## config.mk

```make
export PLATFORM = sky130hd
export DESIGN_NAME = iter_alu
export DESIGN_NICKNAME = d
export VERILOG_FILES = /design/src/rtl/alu_pkg.sv /design/src/rtl/iter_muldiv_core.sv /design/src/rtl/iter_alu.sv
export SDC_FILE = /design/constraint.sdc
export NUM_CORES = 1
export LEC_CHECK = 0
export ABC_CLOCK_PERIOD_IN_PS = 12100
export CAP_MARGIN = 20
export CORE_ASPECT_RATIO = 0.5
export CORE_MARGIN = 4
export CORE_UTILIZATION = 55
export DETAILED_ROUTE_END_ITERATION = 8
export PLACE_DENSITY = 0.74
export SYNTH_ARGS = -nofsm -noshare
export SYNTH_HDL_FRONTEND = slang
export SYNTH_SLANG_ARGS = --single-unit
```

## constraint.sdc

```tcl
create_clock -name Clock -period 12.1 [get_ports Clock]
set_clock_uncertainty 0.1 [all_clocks]
set_input_delay 3.63 -clock Clock [delete_from_list [all_inputs] [get_ports Clock]]
set_output_delay 3.63 -clock Clock [all_outputs]
set_load 0.005 [all_outputs]
```

## src/rtl/alu_pkg.sv

```systemverilog
`default_nettype none
// +--------------------------------------------------------------------------+
// | alu_pkg : opcode map, FSM states and helpers shared by iter_alu          |
// | Rev 1.0 : initial release                                                |
// +--------------------------------------------------------------------------+
package alu_pkg;

    localparam logic [4:0] OP_MOV  = 5'b00000;
    localparam logic [4:0] OP_NOT  = 5'b00001;
    localparam logic [4:0] OP_ADD  = 5'b00010;
    localparam logic [4:0] OP_SUB  = 5'b00011;
    localparam logic [4:0] OP_OR   = 5'b00100;
    localparam logic [4:0] OP_AND  = 5'b00101;
    localparam logic [4:0] OP_XOR  = 5'b00110;
    localparam logic [4:0] OP_SLT  = 5'b00111;
    localparam logic [4:0] OP_MUL  = 5'b10011;
    localparam logic [4:0] OP_DIVU = 5'b10100;
    localparam logic [4:0] OP_REMU = 5'b10101;

    typedef enum logic [1:0] {
        IDLE = 2'd0,
        CALC = 2'd1,
        DONE = 2'd2
    } state_e;

    typedef enum logic [1:0] {
        MD_MUL = 2'd0,
        MD_DIV = 2'd1,
        MD_REM = 2'd2
    } md_mode_e;

    function automatic logic is_iterative(input logic [4:0] op);
        return (op == OP_MUL) || (op == OP_DIVU) || (op == OP_REMU);
    endfunction

endpackage
`default_nettype wire

```

## src/rtl/iter_muldiv_core.sv

```systemverilog
`default_nettype none
// +--------------------------------------------------------------------------+
// | iter_muldiv_core : one-bit-per-cycle shift-add multiply / restoring div  |
// | Rev 1.0 : initial release                                                |
// +--------------------------------------------------------------------------+
module iter_muldiv_core
    import alu_pkg::*;
#(
    parameter int WIDTH = 32
) (
    input  logic             clk,
    input  logic             rst,
    input  logic             start,
    input  md_mode_e         mode,
    input  logic [WIDTH-1:0] op_a,
    input  logic [WIDTH-1:0] op_b,
    output logic             done,
    output logic [WIDTH-1:0] result
);

    localparam int CNT_W = $clog2(WIDTH);
    localparam logic [CNT_W-1:0] LAST_STEP = CNT_W'(WIDTH - 1);

    logic             busy_q, busy_d;
    logic [CNT_W-1:0] cnt_q, cnt_d;
    md_mode_e         mode_q, mode_d;
    logic [WIDTH-1:0] acc_q, acc_d;
    logic [WIDTH-1:0] mcand_q, mcand_d;
    logic [WIDTH-1:0] mplier_q, mplier_d;
    logic [WIDTH-1:0] quot_q, quot_d;
    logic [WIDTH-1:0] divisor_q, divisor_d;
    logic [WIDTH:0]   rem_q, rem_d;

    logic [WIDTH-1:0] acc_step;
    logic [WIDTH-1:0] quot_step;
    logic [WIDTH:0]   rem_step;
    logic [WIDTH+1:0] shifted;
    logic [WIDTH+1:0] trial;
    logic             trial_neg;

    // Next-step values; the final step is also presented as the result so the
    // top can capture it on the same edge the counter retires.
    always_comb begin
        acc_step  = acc_q + (mplier_q[0] ? mcand_q : '0);
        shifted   = {rem_q, quot_q[WIDTH-1]};
        trial     = shifted - {2'b00, divisor_q};
        trial_neg = trial[WIDTH+1];
        rem_step  = trial_neg ? shifted[WIDTH:0] : trial[WIDTH:0];
        quot_step = {quot_q[WIDTH-2:0], ~trial_neg};
    end

    always_comb begin
        busy_d    = busy_q;
        cnt_d     = cnt_q;
        mode_d    = mode_q;
        acc_d     = acc_q;
        mcand_d   = mcand_q;
        mplier_d  = mplier_q;
        quot_d    = quot_q;
        divisor_d = divisor_q;
        rem_d     = rem_q;
        if (start) begin
            busy_d    = 1'b1;
            cnt_d     = '0;
            mode_d    = mode;
            acc_d     = '0;
            mcand_d   = op_a;
            mplier_d  = op_b;
            quot_d    = op_a;
            divisor_d = op_b;
            rem_d     = '0;
        end else if (busy_q) begin
            acc_d    = acc_step;
            mcand_d  = mcand_q << 1;
            mplier_d = mplier_q >> 1;
            quot_d   = quot_step;
            rem_d    = rem_step;
            if (cnt_q == LAST_STEP) begin
                busy_d = 1'b0;
                cnt_d  = '0;
            end else begin
                cnt_d = cnt_q + 1'b1;
            end
        end
    end

    always_comb begin
        done = busy_q && (cnt_q == LAST_STEP);
        case (mode_q)
            MD_MUL:  result = acc_step;
            MD_DIV:  result = quot_step;
            default: result = rem_step[WIDTH-1:0];
        endcase
    end

    always_ff @(posedge clk or posedge rst) begin
        if (rst) begin
            busy_q    <= 1'b0;
            cnt_q     <= '0;
            mode_q    <= MD_MUL;
            acc_q     <= '0;
            mcand_q   <= '0;
            mplier_q  <= '0;
            quot_q    <= '0;
            divisor_q <= '0;
            rem_q     <= '0;
        end else begin
            busy_q    <= busy_d;
            cnt_q     <= cnt_d;
            mode_q    <= mode_d;
            acc_q     <= acc_d;
            mcand_q   <= mcand_d;
            mplier_q  <= mplier_d;
            quot_q    <= quot_d;
            divisor_q <= divisor_d;
            rem_q     <= rem_d;
        end
    end

endmodule
`default_nettype wire

```

## src/rtl/iter_alu.sv

```systemverilog
`default_nettype none
// +--------------------------------------------------------------------------+
// | iter_alu : multi-cycle ALU with valid/ready handshakes on both sides     |
// | Rev 1.0 : initial release                                                |
// +--------------------------------------------------------------------------+
module iter_alu
    import alu_pkg::*;
#(
    parameter int WIDTH = 32
) (
    input  logic             Clock,
    input  logic             Reset,
    input  logic             InValid,
    output logic             InReady,
    input  logic [4:0]       Operation,
    input  logic [WIDTH-1:0] DataA,
    input  logic [WIDTH-1:0] DataB,
    output logic             OutValid,
    input  logic             OutReady,
    output logic [WIDTH-1:0] ALUResult,
    output logic             OpError
);

    state_e           state_q, state_d;
    logic [WIDTH-1:0] result_q, result_d;
    logic             error_q, error_d;

    logic [WIDTH-1:0] quick_result;
    logic             quick_error;
    logic             core_start;
    md_mode_e         core_mode;
    logic             core_done;
    logic [WIDTH-1:0] core_result;

    always_comb begin
        quick_result = '0;
        quick_error  = 1'b0;
        case (Operation)
            OP_MOV:  quick_result = DataA;
            OP_NOT:  quick_result = ~DataA;
            OP_ADD:  quick_result = DataA + DataB;
            OP_SUB:  quick_result = DataA - DataB;
            OP_OR:   quick_result = DataA | DataB;
            OP_AND:  quick_result = DataA & DataB;
            OP_XOR:  quick_result = DataA ^ DataB;
            OP_SLT:  quick_result = {{(WIDTH-1){1'b0}}, $signed(DataA) < $signed(DataB)};
            default: quick_error  = 1'b1;
        endcase
    end

    always_comb begin
        core_mode = (Operation == OP_MUL)  ? MD_MUL :
                    (Operation == OP_DIVU) ? MD_DIV : MD_REM;
    end

    always_comb begin
        state_d    = state_q;
        result_d   = result_q;
        error_d    = error_q;
        core_start = 1'b0;
        case (state_q)
            IDLE: begin
                if (InValid) begin
                    if (!is_iterative(Operation)) begin
                        result_d = quick_result;
                        error_d  = quick_error;
                        state_d  = DONE;
                    end else if ((Operation != OP_MUL) && (DataB == '0)) begin
                        // Divide by zero bypasses the core entirely.
                        result_d = (Operation == OP_DIVU) ? '1 : DataA;
                        error_d  = 1'b1;
                        state_d  = DONE;
                    end else begin
                        core_start = 1'b1;
                        error_d    = 1'b0;
                        state_d    = CALC;
                    end
                end
            end
            CALC: begin
                if (core_done) begin
                    result_d = core_result;
                    error_d  = 1'b0;
                    state_d  = DONE;
                end
            end
            DONE: begin
                if (OutReady) begin
                    state_d = IDLE;
                end
            end
            default: state_d = IDLE;
        endcase
    end

    always_ff @(posedge Clock or posedge Reset) begin
        if (Reset) begin
            state_q  <= IDLE;
            result_q <= '0;
            error_q  <= 1'b0;
        end else begin
            state_q  <= state_d;
            result_q <= result_d;
            error_q  <= error_d;
        end
    end

    iter_muldiv_core #(
        .WIDTH (WIDTH)
    ) u_core (
        .clk    (Clock),
        .rst    (Reset),
        .start  (core_start),
        .mode   (core_mode),
        .op_a   (DataA),
        .op_b   (DataB),
        .done   (core_done),
        .result (core_result)
    );

    assign InReady   = (state_q == IDLE);
    assign OutValid  = (state_q == DONE);
    assign ALUResult = result_q;
    assign OpError   = error_q;

endmodule
`default_nettype wire

```

==> results by group, run 1 <==
CTS
  • Skew-Pair Late Insertion Delay: between 0.5 and 0.6 ns
  • CTS clock-pin slew for the worst setup and hold paths: 0.06 ns
  • # hold bufs at CTS: 0
  • Max clock buf depth: 3
  • Setup bufs post-CTS: 0
  • CTS buffer count: 24
  • Post-cts sizing count: 0
  • CTS tree: yes
  • Clock Sinks: 236
  • CTS root buf: clkbuf_16
  • Htree depth: 1

Die
  • Starting Density: 0.5662
  • Die Height: 144.9 um
  • Rows: between 40 and 50
  • IO Count: ~110
  • Core ar.: between 0.03 and 0.04 sq mm
  • Die Wd: roughly 280 um
  • Die area: a little over 0.04 sq mm

STA
  • Fin. max-slew vios: 0
  • Max-slew headroom: 0.2128
  • Slew @ Worst Pin: 1.181 ns
  • Tmin final: between 7 and 8 ns
  • Final hold violations: 0
  • Final worst-path cycle share: 0.6504
  • Final setup viols: 0
  • Setup TNS Final: 0 ns
  • Fmax achieved: 127.1 MHz
  • RSZ-0062 raised after global routing: false

Routing
  • Drt pass-1 iters: 8
  • Vias/cell: 6.778
  • Initial DRC Count: between 2,000 and 3,000
  • WL per Instance: between 20 and 30 um
  • Remaining DRCs: 0
  • Vias: 20,740
  • DRT Wirelength: approximately 81,000 um
  • Antenna viol nets, final: 0

Yosys
  • Syn. warnings: 0
  • Post-Synth Adder-Cell Area: 0.1119
  • Compound-cell area share of the yosys netlist: 0.2701
  • Synthesized cell area: 0.02062 sq mm
  • Yosys top cell by area: dfrtp_1
  • Synth Area per Inst: 8.077 sq um
  • Largest family of logic cells by synthesized area: compound AO/OA/AOI/OAI gates
  • XOR/XNOR Fraction of Synth Area: 0.02803
  • Seq/Total Area, Yosys: 0.2864
  • Largest cells by area after synthesis: dfrtp_1 29%, ha_1 11%, mux2i_1 7.7%
  • Post-Syn Nets: ~2,800
  • Synth top area share: 0.2864
  • Post-Synth Simple-Gate Area: 0.1648
  • Synth cell types: 84
  • Asr flop ratio synth: 1.000
  • Post-synth EDFFs: 0
  • Mapped Cells: 2,553
  • Main synth FF type: dfrtp_1
  • Synth Register Bits: 236
  • Mux share of post-synthesis cell area: 0.08155
  • Post-synth top cells: 250 x a21oi_1, 249 x nor2_1, 236 x dfrtp_1
  • Cell with the most instances after synthesis: a21oi_1

Critical path
  • Crit path buf inv count: 2
  • Cells along the critical path: clkdlybuf4s50_1, nor4_1, nand4_1, o31ai_1, or2_4, buf_4, nor2_1, a21oi_1
  • Delay-heaviest family, CP: simple AND/OR/NAND/NOR gates
  • Worst-path cell with the longest stage delay: o31ai_1
  • Crit path largest cell delay: a little under 0.9 ns
  • Crit path DAT: 8.24 ns
  • Crit. End Element: register
  • R2r setup slk: 7.39 ns
  • Worst Path Class, Setup: input pin to register
  • Crit-path max FO: 65
  • Critical Path RT: 12.47 ns
  • Critical path launch point type: input pin

Global routing
  • Grt ovf: 0
  • Vias in the first global route: 18,800
  • Largest net degree at the start of global routing: 102
  • First-pass GRT wire length: 119,300 um
  • GRT Overall Usage: 0.3812
  • Initial antenna violation count: 10

Power
  • Leakage: around 10 nW
  • PwrDens: 271.4 mW/mm^2
  • Tot Pwr: 6.169 mW
  • Worst vdd ir: 0.2072 mV

Cells and area
  • Share of cells above drive strength 1: 0.04045
  • Fin nets: ~2,800
  • Synthesis-to-finish area growth: 10.24%
  • Fillers: 3,275

Placement
  • Placer congestion estimate: 1.057
  • Hpwl dp: 60,840 um
  • Number of port buffers: approximately 110

Hold path
  • Hold crit path type: register to register

Job
  • Max_cap viols: 0

Run status
  • Outcome: finished clean
## sequential cells by signal, summed over array words and instances (netlist names)
name,flops
u_core.mcand_q,32
state_q,2
u_core.acc_q,32
u_core.busy_q,1
u_core.mode_q,2
u_core.quot_q,32
u_core.rem_q,33
ALUResult,32
u_core.divisor_q,32
OpError,1
u_core.cnt_q,5
u_core.mplier_q,32
## worst register-to-register path: cells and delay by family, from the launching register on
kind | cells | cell delay, ns
adder cells (fa/ha/maj) | 1 | 0.29
flip-flops | 1 | 0.96
AND/OR/NAND/NOR | 4 | 1.17
XOR/XNOR | 1 | 0.21
AO/OA/AOI/OAI | 5 | 1.86
## report_power, final
| part | switching, mW | internal [mW] |
|---|---|---|
| Clock | 0.361 | 0.427 |
| Combinational | 2.36 | 1.54 |
| Sequential | 0.304 | 1.17 |
| Total | 3.03 | 3.14 |
## metrics by stage
stage | utilization | worst slack, ns | cells | hold WS [ns] | cell area [sq um]
floorplan | - | 1.895 | 2553 | 0.3524 | 20620
global placement | 0.6021 | 3.854 | 3014 | 0.3714 | 21930
detailed placement | 0.6023 | 3.876 | 3015 | 0.3785 | 21930
CTS | 0.6239 | 4.414 | 3055 | 0.3942 | 22720
global route | 0.6241 | 4.174 | 3058 | 0.4265 | 22730
finish | 0.6242 | 4.230 | 3060 | 0.3971 | 22730
## cells by family after synthesis
family          Yosys count
buf+inv                 309
simple gates            726
compound gates          867
xor+xnor                 66
flops                   236
fa+ha+maj               182
mux                     167
## layout by cell type (no fill, tap or decap), drive strengths merged, types with 32 or more instances in the layout
| master | n |
|---|---|
| and2 | 49 |
| mux2i | 159 |
| clkdlybuf4s50 | 106 |
| o211ai | 32 |
| nand2 | 199 |
| a21oi | 251 |
| ha | 178 |
| inv | 151 |
| nor2 | 249 |
| xor2 | 36 |
| nor3 | 40 |
| dfrtp | 236 |
| a21o | 44 |
| a211oi | 66 |
| nand3 | 34 |
| o21ai | 200 |
## cell type report
| cell class | instances | area, sq um | area share |
|---|---|---|---|
| diodes | 5 | 12.51 | 0.0005504 |
| clock buffers | 29 | 649.4 | 0.02857 |
| clock inverters | 11 | 137.6 | 0.006054 |
| multi-input cells | 2008 | 13560 | 0.5965 |
| repair buffers | 136 | 1284 | 0.05647 |
| well taps | 484 | 605.6 | 0.02664 |
| flip-flops and latches | 236 | 5909 | 0.2599 |
| inverters | 151 | 574.3 | 0.02526 |
## final timing paths
check | endpoint | depth (start not counted) | startpoint
min reg2reg | u_core.divisor_q[0] | 2 | u_core.divisor_q[0]
max | u_core.mcand_q[22] | 8 | DataB[8]
max in group asynchronous | u_core.busy_q | 3 | Reset
min | u_core.divisor_q[0] | 2 | u_core.divisor_q[0]
min in group asynchronous | u_core.acc_q[24] | 2 | Reset
max reg2reg | ALUResult[29] | 11 | u_core.mplier_q[0]
## routing by layer
metal,global-route usage,share of wire
met1,0.5681,0.43
met2,0.5220,0.39
met3,0.1228,0.14
met4,0.1155,0.036
met5,0,0.00083
Note: power is estimated with default switching activity, not from simulation.
==> run 2, diff against run 1 <==
--- a/config.mk
+++ b/config.mk
@@ -5,7 +5,7 @@
 export SDC_FILE = /design/constraint.sdc
 export NUM_CORES = 1
 export LEC_CHECK = 0
-export ABC_CLOCK_PERIOD_IN_PS = 12100
+export ABC_CLOCK_PERIOD_IN_PS = 7500
 export CAP_MARGIN = 20
 export CORE_ASPECT_RATIO = 0.5
 export CORE_MARGIN = 4
==> constraint.sdc (replaced) <==
create_clock -name Clock -period 7.5 [get_ports Clock]
set_clock_uncertainty 0.1 [all_clocks]
set_input_delay 2.25 -clock Clock [delete_from_list [all_inputs] [get_ports Clock]]
set_output_delay 2.25 -clock Clock [all_outputs]
set_load 0.005 [all_outputs]
==> results by group, run 2 (synthesized netlist as in run 1, its figures left out) <==
Run status
  • Outcome: finished clean

CTS
  • CTS root buf: clkbuf_16
  • Max clock buf depth: 3
  • # hold bufs at CTS: 0
  • Post-cts sizing count: 0
  • CTS buffer count: 23
  • Setup bufs post-CTS: 0
  • Clock Sinks: 236
  • Htree depth: 1
  • Skew-Pair Late Insertion Delay: 0.59 ns
  • CTS clock-pin slew for the worst setup and hold paths: 0.07 ns
  • CTS tree: yes

Routing
  • DRT Wirelength: approximately 83,000 um
  • Drt pass-1 iters: 6
  • Vias: roughly 21,000
  • Remaining DRCs: 0
  • WL per Instance: 26.92 um
  • Vias/cell: 6.789
  • Initial DRC Count: 2,877
  • Antenna viol nets, final: 0

Critical path
  • FF-to-FF End: ALUResult[29]
  • Critical path launch point type: input pin
  • Critical Path RT: 7.83 ns
  • Crit-path max FO: 4
  • Crit. End Element: register
  • Reg2reg path depth: 11
  • Crit path from: DataA[1]
  • Worst-path cell with the longest stage delay: a2111oi_0
  • R2r setup slk: 2.52 ns
  • Crit path DAT: approximately 6.4 ns
  • Worst Path Class, Setup: input pin to register
  • Worst setup path end: ALUResult[21]
  • Crit path largest cell delay: between 0.8 and 0.9 ns
  • Most used cell, CP: a21oi_1
  • Cells along the critical path: clkdlybuf4s50_1, inv_1, ha_1, nor2_1, o311a_1, o221a_2, a2111oi_0, a21oi_1, a311oi_1, buf_4, o221ai_1, a21oi_1, o211ai_1
  • RR Startpoint: u_core.mplier_q[0]

STA
  • Final setup viols: 0
  • Fin. max-slew vios: 0
  • Max-slew headroom: 0.1957
  • Final hold violations: 0
  • Slew @ Worst Pin: between 1 and 1.5 ns
  • Fmax achieved: roughly 160 MHz
  • RSZ-0062 raised after global routing: false
  • Setup TNS Final: 0 ns
  • Final worst-path cycle share: 0.8153
  • Tmin final: about 6.1 ns

Cells and area
  • Layout Cells excl Fill: 3,093
  • Storage cell area: between 0.005 and 0.006 sq mm
  • Multi-input logic area: 0.01356 sq mm
  • Commonest non-fill, non-tap cell in the layout: a21oi_1
  • Synthesis-to-finish area growth: 11.80%
  • Biggest register: u_core.rem_q
  • Largest register FFs: 33
  • Share of cells above drive strength 1: 0.05300
  • Final design utilization: 0.6331
  • Fillers: between 3,000 and 4,000
  • Fin nets: about 2,800
  • Most frequent cells in the layout: 250 x a21oi_1, 248 x nor2_1, 235 x dfrtp_1

Die
  • Starting Density: 0.5662
  • Die Wd: 281.8 um
  • Die area: 0.04084 sq mm
  • Core ar.: 0.03642 sq mm
  • Rows: 49
  • IO Count: about 110
  • Die Height: 144.9 um

Placement
  • Placer congestion estimate: 1.072
  • Placed cells: about 3,000
  • Number of port buffers: 107
  • Hpwl dp: 62,860 um

Power
  • PwrDens: 437.1 mW/mm^2
  • Leakage: 10.51 nW
  • Worst vdd ir: 0.2516 mV

Global routing
  • Grt ovf: 0
  • First-pass GRT wire length: 123,300 um
  • GRT Overall Usage: 0.3931
  • Largest net degree at the start of global routing: 109
  • Vias in the first global route: approximately 19,000
  • Initial antenna violation count: 7

Job
  • Max_cap viols: 0

Hold path
  • Hold crit path type: register to register
## run 2: cell types whose count changed in the layout (fill, tap and decap cells not counted), sizes merged
cell      change
buf          +31
bufinv        +2
clkinvlp      -1
inv           +1
## run 2: routing by layer
layer  vias up  GRT usage  wire (um)
met5         -          0        105
met4        10     0.1014       2723
met3       216     0.1419      12020
met2      1304     0.5427      32900
met1     10110     0.5795      35520
li1       9358          -          -
## run 2: worst min-delay path by stage
| stage | slack [ns] | cells past startpoint | from | to |
|---|---|---|---|---|
| after floorplan | 0.35 | 2 | u_core.divisor_q[0] | u_core.divisor_q[0] |
| after global placement | 0.38 | 2 | u_core.divisor_q[0] | u_core.divisor_q[0] |
| after detailed placement | 0.38 | 2 | u_core.divisor_q[0] | u_core.divisor_q[0] |
| after CTS | 0.40 | 2 | u_core.divisor_q[0] | u_core.divisor_q[0] |
| after global routing | 0.43 | 2 | u_core.divisor_q[0] | u_core.divisor_q[0] |
| final | 0.40 | 2 | u_core.divisor_q[0] | u_core.divisor_q[0] |
## run 2: final cells by class
class | instances | share of cell area
Antenna cell | 5 | 0.0005427
Clock buffer | 29 | 0.02768
Clock inverter | 13 | 0.008683
Inverter | 151 | 0.02475
Multi-Input combinational cell | 2008 | 0.5884
Sequential cell | 236 | 0.2563
Tap cell | 484 | 0.02627
Timing Repair Buffer | 167 | 0.06740
## run 2: critical path: cells and delay by family
kind	cells	cell delay (ns)
compound gates	8	2.72
fa+ha+maj	1	0.37
simple gates	1	0.07
buf+inv	3	1.00
## run 2: metrics by stage
stage	setup WS (ns)	hold slack, ns	power [mW]	instance area [sq um]
floorplan	2.058	0.3524	6.688	20620
global placement	0.9511	0.3766	8.314	22200
finish	1.386	0.4040	10.08	23050
global route	1.235	0.4274	10.71	23050
CTS	1.574	0.4017	9.869	23040
detailed placement	0.9934	0.3807	8.470	22200
## run 2: where the power goes
group | total, mW | switching [mW] | internal [mW]
logic | 6.33 | 3.83 | 2.50
clock network | 1.36 | 0.606 | 0.754
registers | 2.38 | 0.493 | 1.89
